--- src/rtl/operand_register_file.sv ---
// ALU operand stage: eight WIDTH-bit registers (R1-R4, S1-S4), per-cycle FunSel ops, two read muxes.
// Optional macro REGFILE_BYPASS_EN: buses show the value a selected register takes at the coming edge.
module operand_register_file #(
  parameter int WIDTH = 32
) (
  input  logic             Clock,
  input  logic             Reset,
  input  logic [WIDTH-1:0] I,
  input  logic [2:0]       FunSel,
  input  logic [3:0]       RegSel,
  input  logic [3:0]       ScrSel,
  input  logic [2:0]       OutASel,
  input  logic [2:0]       OutBSel,
  output logic [WIDTH-1:0] OutA,
  output logic [WIDTH-1:0] OutB
);

  localparam int HALF = WIDTH / 2;

  logic [WIDTH-1:0] regs_q [8];
  logic [WIDTH-1:0] regs_d [8];
  logic [7:0]       reg_en;

  // Index 0..7 matches the read-select encoding: R1..R4 then S1..S4.
  assign reg_en = {ScrSel[0], ScrSel[1], ScrSel[2], ScrSel[3],
                   RegSel[0], RegSel[1], RegSel[2], RegSel[3]};

  function automatic logic [WIDTH-1:0] next_val(input logic [2:0]       fun,
                                                input logic [WIDTH-1:0] q,
                                                input logic [WIDTH-1:0] din);
    logic [WIDTH-1:0] result;
    result = q;
    case (fun)
      3'b000:  result = q - WIDTH'(1);
      3'b001:  result = q + WIDTH'(1);
      3'b010:  result = din;
      3'b011:  result = '0;
      3'b100:  result = {{HALF{1'b0}}, din[HALF-1:0]};
      3'b101:  result = {q[WIDTH-1:HALF], din[HALF-1:0]};
      3'b110:  result = {din[HALF-1:0], q[HALF-1:0]};
      3'b111:  result = {{HALF{din[HALF-1]}}, din[HALF-1:0]};
      default: result = q;
    endcase
    return result;
  endfunction

  always_comb begin
    for (int i = 0; i < 8; i++) begin
      regs_d[i] = reg_en[i] ? next_val(FunSel, regs_q[i], I) : regs_q[i];
    end
  end

  always_ff @(posedge Clock or posedge Reset) begin
    if (Reset) begin
      for (int i = 0; i < 8; i++) regs_q[i] <= '0;
    end else begin
      for (int i = 0; i < 8; i++) regs_q[i] <= regs_d[i];
    end
  end

`ifdef REGFILE_BYPASS_EN
  // regs_d already equals Q for unselected registers; the next value is not cleared by Reset, so gate it.
  assign OutA = Reset ? '0 : regs_d[OutASel];
  assign OutB = Reset ? '0 : regs_d[OutBSel];
`else
  assign OutA = regs_q[OutASel];
  assign OutB = regs_q[OutBSel];
`endif

endmodule

--- config.mk ---
export PLATFORM = sky130hd
export DESIGN_NAME = operand_register_file
export DESIGN_NICKNAME = d
export VERILOG_FILES = /design/src/rtl/operand_register_file.sv
export SDC_FILE = /design/constraint.sdc
export NUM_CORES = 1
export LEC_CHECK = 0
export CAP_MARGIN = 20
export CORE_MARGIN = 5
export CORE_UTILIZATION = 32
export CTS_BUF_LIST = sky130_fd_sc_hd__clkbuf_16
export DETAILED_ROUTE_END_ITERATION = 8
export GPL_TIMING_DRIVEN = 1
export HOLD_SLACK_MARGIN = 0.15
export MAX_ROUTING_LAYER = met4
export PLACE_DENSITY = 0.49
export SETUP_SLACK_MARGIN = 0.05
export SYNTH_ARGS = -nofsm -noshare
export SYNTH_HDL_FRONTEND = slang
export SYNTH_SLANG_ARGS = --single-unit
--- constraint.sdc ---
create_clock -name Clock -period 22.3 [get_ports Clock]
set_clock_uncertainty 0.1 [all_clocks]
set_input_delay 4.46 -clock Clock [delete_from_list [all_inputs] [get_ports Clock]]
set_output_delay 4.46 -clock Clock [all_outputs]
set_load 0.05 [all_outputs]
==> impl_metrics.xml, run 1 <==
<?xml version="1.0" encoding="UTF-8"?>
<metrics>
  <group name="grt">
    <metric name="grtUsageTotal" unit="">0.2294</metric>
    <metric name="grt_start_max_net_pins" unit="">130</metric>
    <metric name="grt_pass1_vias" unit="">23660</metric>
    <metric name="grt_first_pass_wirelength" unit="um">153600</metric>
    <metric name="initial_antenna_violation_count" unit="">5</metric>
    <metric name="global_route_overflow" unit="">0</metric>
  </group>
  <group name="cells_and_area">
    <metric name="post_layout_nonfiller_instances" unit="">4264</metric>
    <metric name="final_cell_area" unit="mm2">0.03031</metric>
    <metric name="multi_input_comb_area" unit="mm2">0.01943</metric>
    <metric name="largest_register" unit="">regs_q</metric>
    <metric name="register_cell_area_after_layout" unit="mm2">0.006406</metric>
    <metric name="post_route_cells_drive_above_1_share" unit="">0.1027</metric>
    <metric name="largest_registers" unit="">regs_q x256</metric>
    <metric name="largest_register_ff_count" unit="">256</metric>
    <metric name="utilization" unit="">0.3639</metric>
    <metric name="final_nets" unit="">3479</metric>
    <metric name="fillers" unit="">8541</metric>
    <metric name="synth_to_layout_area_growth" unit="%">13.29</metric>
  </group>
  <group name="worst_hold_path">
    <metric name="min_path_type" unit="">flop to flop</metric>
  </group>
  <group name="logic_synthesis">
    <metric name="synth.top_cells.by_area" unit="">sky130_fd_sc_hd__dfrtp_1 24%, sky130_fd_sc_hd__ha_1 12%, sky130_fd_sc_hd__mux4_2 11%</metric>
    <metric name="ys_top_cells_by_count" unit="">496 x sky130_fd_sc_hd__a21oi_1, 264 x sky130_fd_sc_hd__ha_1, 258 x sky130_fd_sc_hd__nand2_1, 256 x sky130_fd_sc_hd__dfrtp_1, 248 x sky130_fd_sc_hd__nor2_1</metric>
    <metric name="dominantRegCellSynth" unit="">sky130_fd_sc_hd__dfrtp_1</metric>
    <metric name="synth-edff-count" unit="">0</metric>
    <metric name="yosysSeqAreaShare" unit="">0.2395</metric>
    <metric name="synth-async-reset-ratio" unit="">1.000</metric>
    <metric name="synth_top_cell_area_share" unit="">0.2395</metric>
    <metric name="yosys_warnings" unit="">0</metric>
    <metric name="synth_area_per_cell" unit="um2">8.618</metric>
    <metric name="synthesis.instances" unit="">3104</metric>
    <metric name="synth_most_common_cell" unit="">sky130_fd_sc_hd__a21oi_1</metric>
    <metric name="number_of_register_bits_inferred_by_synthesis" unit="">256</metric>
    <metric name="syn-cell-area" unit="mm2">0.02675</metric>
    <metric name="synth_area_leader_cell" unit="">sky130_fd_sc_hd__dfrtp_1</metric>
    <metric name="synthesis.nets" unit="">3427</metric>
    <metric name="netlist-cell-type-count" unit="">88</metric>
  </group>
  <group name="placed_design">
    <metric name="cell_area_after_placement" unit="mm2">0.02896</metric>
    <metric name="placed_cells_incl_taps" unit="">4189</metric>
    <metric name="io_port_bufs" unit="">114</metric>
    <metric name="detailedPlace.worstSlack" unit="ns">10.34</metric>
    <metric name="gp_congestion" unit="">0.9190</metric>
    <metric name="dp_hpwl" unit="um">77880</metric>
  </group>
  <group name="clock_network">
    <metric name="clk_pin_slew" unit="ns">0.06</metric>
    <metric name="cts.sinks" unit="">256</metric>
    <metric name="cts.htree.levels" unit="">2</metric>
    <metric name="cts-root-buf" unit="">sky130_fd_sc_hd__clkbuf_16</metric>
    <metric name="cts_buffers" unit="">37</metric>
    <metric name="maximum_buffer_depth_of_the_clock_tree" unit="">3</metric>
    <metric name="clk-insertion-delay-late" unit="ns">0.56</metric>
    <metric name="post_cts_resize_count" unit="">0</metric>
    <metric name="post-cts-setup-buffers" unit="">0</metric>
    <metric name="post_cts_hold_buffer_count" unit="">0</metric>
    <metric name="cts_tree" unit="">built</metric>
  </group>
  <group name="sta">
    <metric name="finalHoldViolCount" unit="">0</metric>
    <metric name="min_tclk_post_route" unit="ns">11.91</metric>
    <metric name="maxSlewHeadroom" unit="">0.1840</metric>
    <metric name="hold_slack" unit="ns">0.4538</metric>
    <metric name="fin_ws" unit="ns">10.39</metric>
    <metric name="setup_repair_after_global_routing_missed_its_margin" unit="">no</metric>
    <metric name="max_slew.worst_pin.slew" unit="ns">1.219</metric>
    <metric name="fmax" unit="MHz">83.97</metric>
    <metric name="slew_violations" unit="">0</metric>
    <metric name="setup_viol" unit="">0</metric>
    <metric name="totalNegativeSetupSlack" unit="ns">0</metric>
    <metric name="post-route-period-util" unit="">0.5340</metric>
  </group>
  <group name="floorplan">
    <metric name="design.die.area" unit="mm2">0.08948</metric>
    <metric name="floorplan.rows" unit="">106</metric>
    <metric name="num_io_pins" unit="">115</metric>
    <metric name="chipHeight" unit="um">299.1</metric>
    <metric name="die_x" unit="um">299.1</metric>
    <metric name="placeableCoreArea" unit="mm2">0.08329</metric>
    <metric name="initial_util" unit="">0.3212</metric>
  </group>
  <group name="critical_path">
    <metric name="critical_path_required" unit="ns">17.74</metric>
    <metric name="worstSetupEndpointType" unit="">primary output</metric>
    <metric name="cp-start-kind" unit="">primary input</metric>
    <metric name="worst-setup-path-type" unit="">primary input to primary output</metric>
    <metric name="critPathMostFrequentCell" unit="">sky130_fd_sc_hd__buf_4</metric>
    <metric name="crit_chain" unit="">buf_4 &gt; buf_4 &gt; mux4_2 &gt; mux2_2 &gt; clkdlybuf4s50_1</metric>
    <metric name="crit_path_max_fanout" unit="">39</metric>
    <metric name="critPathArrivalTime" unit="ns">7.35</metric>
    <metric name="cp_slowest_cell" unit="">sky130_fd_sc_hd__clkdlybuf4s50_1</metric>
    <metric name="critPathMaxStageDelay" unit="ns">0.72</metric>
  </group>
  <group name="run_status">
    <metric name="outcome" unit="">finished, final reports clean</metric>
  </group>
  <group name="drt">
    <metric name="drtAntennaViolNets" unit="">0</metric>
    <metric name="per_cell_routed_wire_length" unit="um">24.18</metric>
    <metric name="dr.pass1.iters" unit="">6</metric>
    <metric name="drt_drc_violations_left" unit="">0</metric>
    <metric name="detailroute.via_count" unit="">24690</metric>
    <metric name="vias_per_cell" unit="">5.790</metric>
    <metric name="number_of_design_rule_violations_left_by_the_first_detailed_router_iteration" unit="">2143</metric>
    <metric name="wirelength" unit="um">103100</metric>
  </group>
  <group name="power_and_ir_drop">
    <metric name="peakVddDrop" unit="uV">46.72</metric>
    <metric name="cellPowerDensity" unit="mW/mm2">100.2</metric>
    <metric name="totalPowerFinal" unit="mW">3.036</metric>
    <metric name="p_leak" unit="nW">12.59</metric>
  </group>
  <group name="run">
    <metric name="drv.max_cap_violation_count" unit="">0</metric>
  </group>
</metrics>
## cells by family (layout without fill, tap and decap cells)
kind of cell / count (synthesis) / count (layout) / synth area share
compound gates: 1161 / 1161 / 0.2599
simple gates: 772 / 772 / 0.1314
fa+ha+maj: 272 / 272 / 0.1295
flops: 256 / 256 / 0.2395
buf+inv: 239 / 318 / 0.03503
mux: 203 / 203 / 0.1390
xor+xnor: 201 / 201 / 0.06581
other cells: 0 / 1 / 0
## per-layer routing
| metal | share of wire | up-vias | global-route usage |
|---|---|---|---|
| met2 | 0.44 | 757 | 0.3466 |
| met5 | 0 | - | - |
| li1 | - | 11710 | - |
| met4 | 0.024 | 0 | 0.05123 |
| met1 | 0.47 | 12110 | 0.3286 |
| met3 | 0.067 | 110 | 0.03165 |
## layout by cell type, fill, tap and decap left out, types with 40 or more instances in the layout
cell type and n:
sky130_fd_sc_hd__clkbuf_16 41, sky130_fd_sc_hd__o21ai_1 113, sky130_fd_sc_hd__xor2_1 64, sky130_fd_sc_hd__dfrtp_1 256
sky130_fd_sc_hd__xnor2_1 137, sky130_fd_sc_hd__ha_1 264, sky130_fd_sc_hd__nand2_1 257, sky130_fd_sc_hd__mux4_2 128
sky130_fd_sc_hd__a31oi_1 40, sky130_fd_sc_hd__clkdlybuf4s50_1 107, sky130_fd_sc_hd__a21o_1 114, sky130_fd_sc_hd__inv_1 99
sky130_fd_sc_hd__nor2_1 247, sky130_fd_sc_hd__buf_4 42, sky130_fd_sc_hd__a21oi_1 496, sky130_fd_sc_hd__mux2_2 67
sky130_fd_sc_hd__nand3_1 46, sky130_fd_sc_hd__o21ai_0 157
## final timing paths
path / start / endpoint / slack, ns / depth (start not counted)
worst min register to register: regs_q[14] / regs_q[14] / 0.45 / 2
max in group asynchronous: Reset / regs_q[152] / 16.37 / 3
min in group asynchronous: Reset / regs_q[66] / 4.35 / 2
worst max register to register: regs_q[64] / regs_q[94] / 18.15 / 13
worst min-delay path: regs_q[14] / regs_q[14] / 0.45 / 2
worst max-delay path: OutBSel[0] / OutB[14] / 10.39 / 5
## cell type report
type,count,share of cell area
tap,1080,0.04459
multi-input combinational,2609,0.6411
inverter,91,0.01156
clock inverter,27,0.005656
clock buffer,39,0.03220
sequential,256,0.2114
antenna,1,0.00008257
timing repair buffer,161,0.05347
## critical path: cells and delay by family
kind,cells,cell delay (ns)
multiplexers,2,0.93
buffers and inverters,3,1.86
## where the power goes
group	leakage (nW)	internal (mW)	switching (mW)
Combinational	8.84	0.749	0.943
Sequential	3.15	0.561	0.205
Clock	0.601	0.337	0.241
Total	12.6	1.65	1.39
(Power assumes the default switching activity.)
==> run 2, diff against run 1 <==
PLACE_DENSITY = 0.5   (was 0.49)
clock period = 10.9 ns   (was 22.3 ns; I/O delays follow)
==> run 2 against run 1 <==
  * Routed wire length fell by 8.9%
  * Register-to-register slack got worse by 11 ns
  * Power rose by 99%
  * Non-clock buffer count fell by 18
  * Via count fell by 2.0%
  * Sequential share of layout area rose by 0.21 points
  * Sequential power rose by 89%
  * Hold slack got worse by 0.019 ns
  * Global-route usage fell by 2.0 points
  * Critical endpoint is now OutB[18]
  * Largest cell class unchanged
  * Largest power group unchanged
==> impl_metrics.xml, run 2 (synthesis gave the netlist of run 1 again) <==
<?xml version="1.0" encoding="UTF-8"?>
<metrics>
  <group name="grt">
    <metric name="grtUsageTotal" unit="">0.2093</metric>
    <metric name="grt_start_max_net_pins" unit="">170</metric>
    <metric name="grt_first_pass_wirelength" unit="um">142700</metric>
    <metric name="initial_antenna_violation_count" unit="">0</metric>
    <metric name="grt_pass1_vias" unit="">23450</metric>
    <metric name="global_route_overflow" unit="">0</metric>
  </group>
  <group name="clock_network">
    <metric name="clk_pin_slew" unit="ns">0.05</metric>
    <metric name="cts.sinks" unit="">256</metric>
    <metric name="clk-insertion-delay-late" unit="ns">0.55</metric>
    <metric name="cts-root-buf" unit="">sky130_fd_sc_hd__clkbuf_16</metric>
    <metric name="cts_tree" unit="">built</metric>
    <metric name="maximum_buffer_depth_of_the_clock_tree" unit="">3</metric>
    <metric name="post_cts_resize_count" unit="">0</metric>
    <metric name="cts_buffers" unit="">36</metric>
    <metric name="post_cts_hold_buffer_count" unit="">0</metric>
    <metric name="cts.htree.levels" unit="">2</metric>
    <metric name="post-cts-setup-buffers" unit="">0</metric>
  </group>
  <group name="power_and_ir_drop">
    <metric name="p_leak" unit="nW">12.40</metric>
    <metric name="cellInternalPower" unit="mW">3.285</metric>
    <metric name="power.clock.fraction" unit="">0.179</metric>
    <metric name="p_sw_frac" unit="">0.4554</metric>
    <metric name="peakVddDrop" unit="uV">82.30</metric>
    <metric name="totalPowerFinal" unit="mW">6.031</metric>
    <metric name="total_switching_power" unit="mW">2.746</metric>
    <metric name="share_comb_of_total_power" unit="">0.580</metric>
    <metric name="cellPowerDensity" unit="mW/mm2">201.0</metric>
    <metric name="power_frac_seq" unit="">0.240</metric>
  </group>
  <group name="drt">
    <metric name="drtAntennaViolNets" unit="">0</metric>
    <metric name="number_of_design_rule_violations_left_by_the_first_detailed_router_iteration" unit="">1958</metric>
    <metric name="dr.pass1.iters" unit="">6</metric>
    <metric name="detailroute.via_count" unit="">24190</metric>
    <metric name="vias_per_cell" unit="">5.709</metric>
    <metric name="drt_drc_violations_left" unit="">0</metric>
    <metric name="per_cell_routed_wire_length" unit="um">22.17</metric>
    <metric name="wirelength" unit="um">93930</metric>
  </group>
  <group name="critical_path">
    <metric name="cp-start-kind" unit="">primary input</metric>
    <metric name="critPathArrivalTime" unit="ns">5.14</metric>
    <metric name="worst-setup-path-type" unit="">primary input to primary output</metric>
    <metric name="worst-r2r-cell-count" unit="">13</metric>
    <metric name="regToRegSetupSlack" unit="ns">6.95</metric>
    <metric name="crit_path_max_fanout" unit="">37</metric>
    <metric name="crit-reg2reg-capture" unit="">regs_q[94]</metric>
    <metric name="setup.worst_path.start" unit="">OutBSel[0]</metric>
    <metric name="r2r_start" unit="">regs_q[64]</metric>
    <metric name="critical_path_required" unit="ns">8.62</metric>
    <metric name="worstSetupEndpointType" unit="">primary output</metric>
  </group>
  <group name="sta">
    <metric name="min_tclk_post_route" unit="ns">7.418</metric>
    <metric name="totalNegativeSetupSlack" unit="ns">0</metric>
    <metric name="fmax" unit="MHz">134.8</metric>
    <metric name="setup_viol" unit="">0</metric>
    <metric name="max_slew.worst_pin.slew" unit="ns">1.192</metric>
    <metric name="post-route-period-util" unit="">0.6805</metric>
    <metric name="maxSlewHeadroom" unit="">0.2038</metric>
    <metric name="setup_repair_after_global_routing_missed_its_margin" unit="">no</metric>
    <metric name="slew_violations" unit="">0</metric>
    <metric name="fin_ws" unit="ns">3.482</metric>
    <metric name="finalHoldViolCount" unit="">0</metric>
  </group>
  <group name="run">
    <metric name="drv.max_cap_violation_count" unit="">0</metric>
  </group>
  <group name="floorplan">
    <metric name="chipHeight" unit="um">299.1</metric>
    <metric name="die_x" unit="um">299.1</metric>
    <metric name="placeableCoreArea" unit="mm2">0.08329</metric>
    <metric name="num_io_pins" unit="">115</metric>
    <metric name="floorplan.rows" unit="">106</metric>
    <metric name="design.die.area" unit="mm2">0.08948</metric>
    <metric name="initial_util" unit="">0.3212</metric>
  </group>
  <group name="cells_and_area">
    <metric name="final_nets" unit="">3460</metric>
    <metric name="post_route_cells_drive_above_1_share" unit="">0.09534</metric>
    <metric name="fillers" unit="">8550</metric>
    <metric name="largest_register" unit="">regs_q</metric>
    <metric name="count_of_inserted_antenna_diode_cells" unit="">0</metric>
    <metric name="register_cell_area_after_layout" unit="mm2">0.006406</metric>
    <metric name="largest_register_ff_count" unit="">256</metric>
    <metric name="multi_input_comb_area" unit="mm2">0.01944</metric>
    <metric name="largest_registers" unit="">regs_q x256</metric>
    <metric name="utilization" unit="">0.3602</metric>
    <metric name="final_cell_mix" unit="">496 x sky130_fd_sc_hd__a21oi_1, 264 x sky130_fd_sc_hd__ha_1, 257 x sky130_fd_sc_hd__nand2_1</metric>
    <metric name="layout_commonest_cell" unit="">sky130_fd_sc_hd__a21oi_1</metric>
    <metric name="synth_to_layout_area_growth" unit="%">12.16</metric>
  </group>
  <group name="placed_design">
    <metric name="dp_hpwl" unit="um">70770</metric>
    <metric name="io_port_bufs" unit="">114</metric>
    <metric name="gp_congestion" unit="">0.9350</metric>
    <metric name="detailedPlace.worstSlack" unit="ns">3.208</metric>
  </group>
  <group name="worst_hold_path">
    <metric name="hold_start" unit="">regs_q[48]</metric>
    <metric name="hold_ep" unit="">regs_q[48]</metric>
    <metric name="min_path_type" unit="">flop to flop</metric>
    <metric name="whs_path_depth" unit="">2</metric>
  </group>
  <group name="run_status">
    <metric name="outcome" unit="">finished, final reports clean</metric>
  </group>
</metrics>
run 2: power groups by stage:
stage	Clock [mW]	Combinational, mW	Sequential (mW)
final	1.08	3.50	1.45
after global routing	1.15	3.86	1.48
after floorplan	0	2.71	1.32
after CTS	1.12	3.48	1.44
after global placement	0	3.47	1.44
after detailed placement	0	3.46	1.45
run 2: metal layers:
layer / up-vias / global-route usage / wire (um)
met2: 586 / 0.3246 / 41670
met3: 94 / 0.02267 / 4755
li1: 11640 / - / -
met4: 0 / 0.04167 / 1873
met5: - / - / 0
met1: 11870 / 0.2989 / 45630
run 2: worst max-delay path by stage:
stage	endpoint	slack, ns	cells after the start
after global routing	OutB[19]	3.31	5
after floorplan	regs_q[0]	1.58	1
after detailed placement	regs_q[94]	3.21	17
final	OutB[18]	3.48	5
after CTS	OutB[17]	3.46	5
after global placement	regs_q[94]	3.27	17
run 2: metrics by stage:
step	hold WS (ns)	instance area [um2]	cells
5_1_grt	0.4714	30000	4237
3_5_place_dp	0.4323	28860	4173
4_1_cts	0.4407	29870	4231
2_1_floorplan	0.3888	26750	3104
6_report	0.4353	30000	4237
3_3_place_gp	0.4187	28860	4173
run 2: final cells by class:
type / instances / share of cell area
multi-input cells: 2609 / 0.6479
flip-flops and latches: 256 / 0.2135
repair buffers: 143 / 0.04821
well taps: 1080 / 0.04504
clock buffers: 37 / 0.03086
inverters: 91 / 0.01168
clock inverters: 21 / 0.002836
run 2: critical path, stage by stage:
cell and delay [ns]:
sky130_fd_sc_hd__buf_4 0.56, sky130_fd_sc_hd__buf_4 0.60, sky130_fd_sc_hd__mux4_2 0.63, sky130_fd_sc_hd__mux2_2 0.35
sky130_fd_sc_hd__clkdlybuf4s50_1 0.74
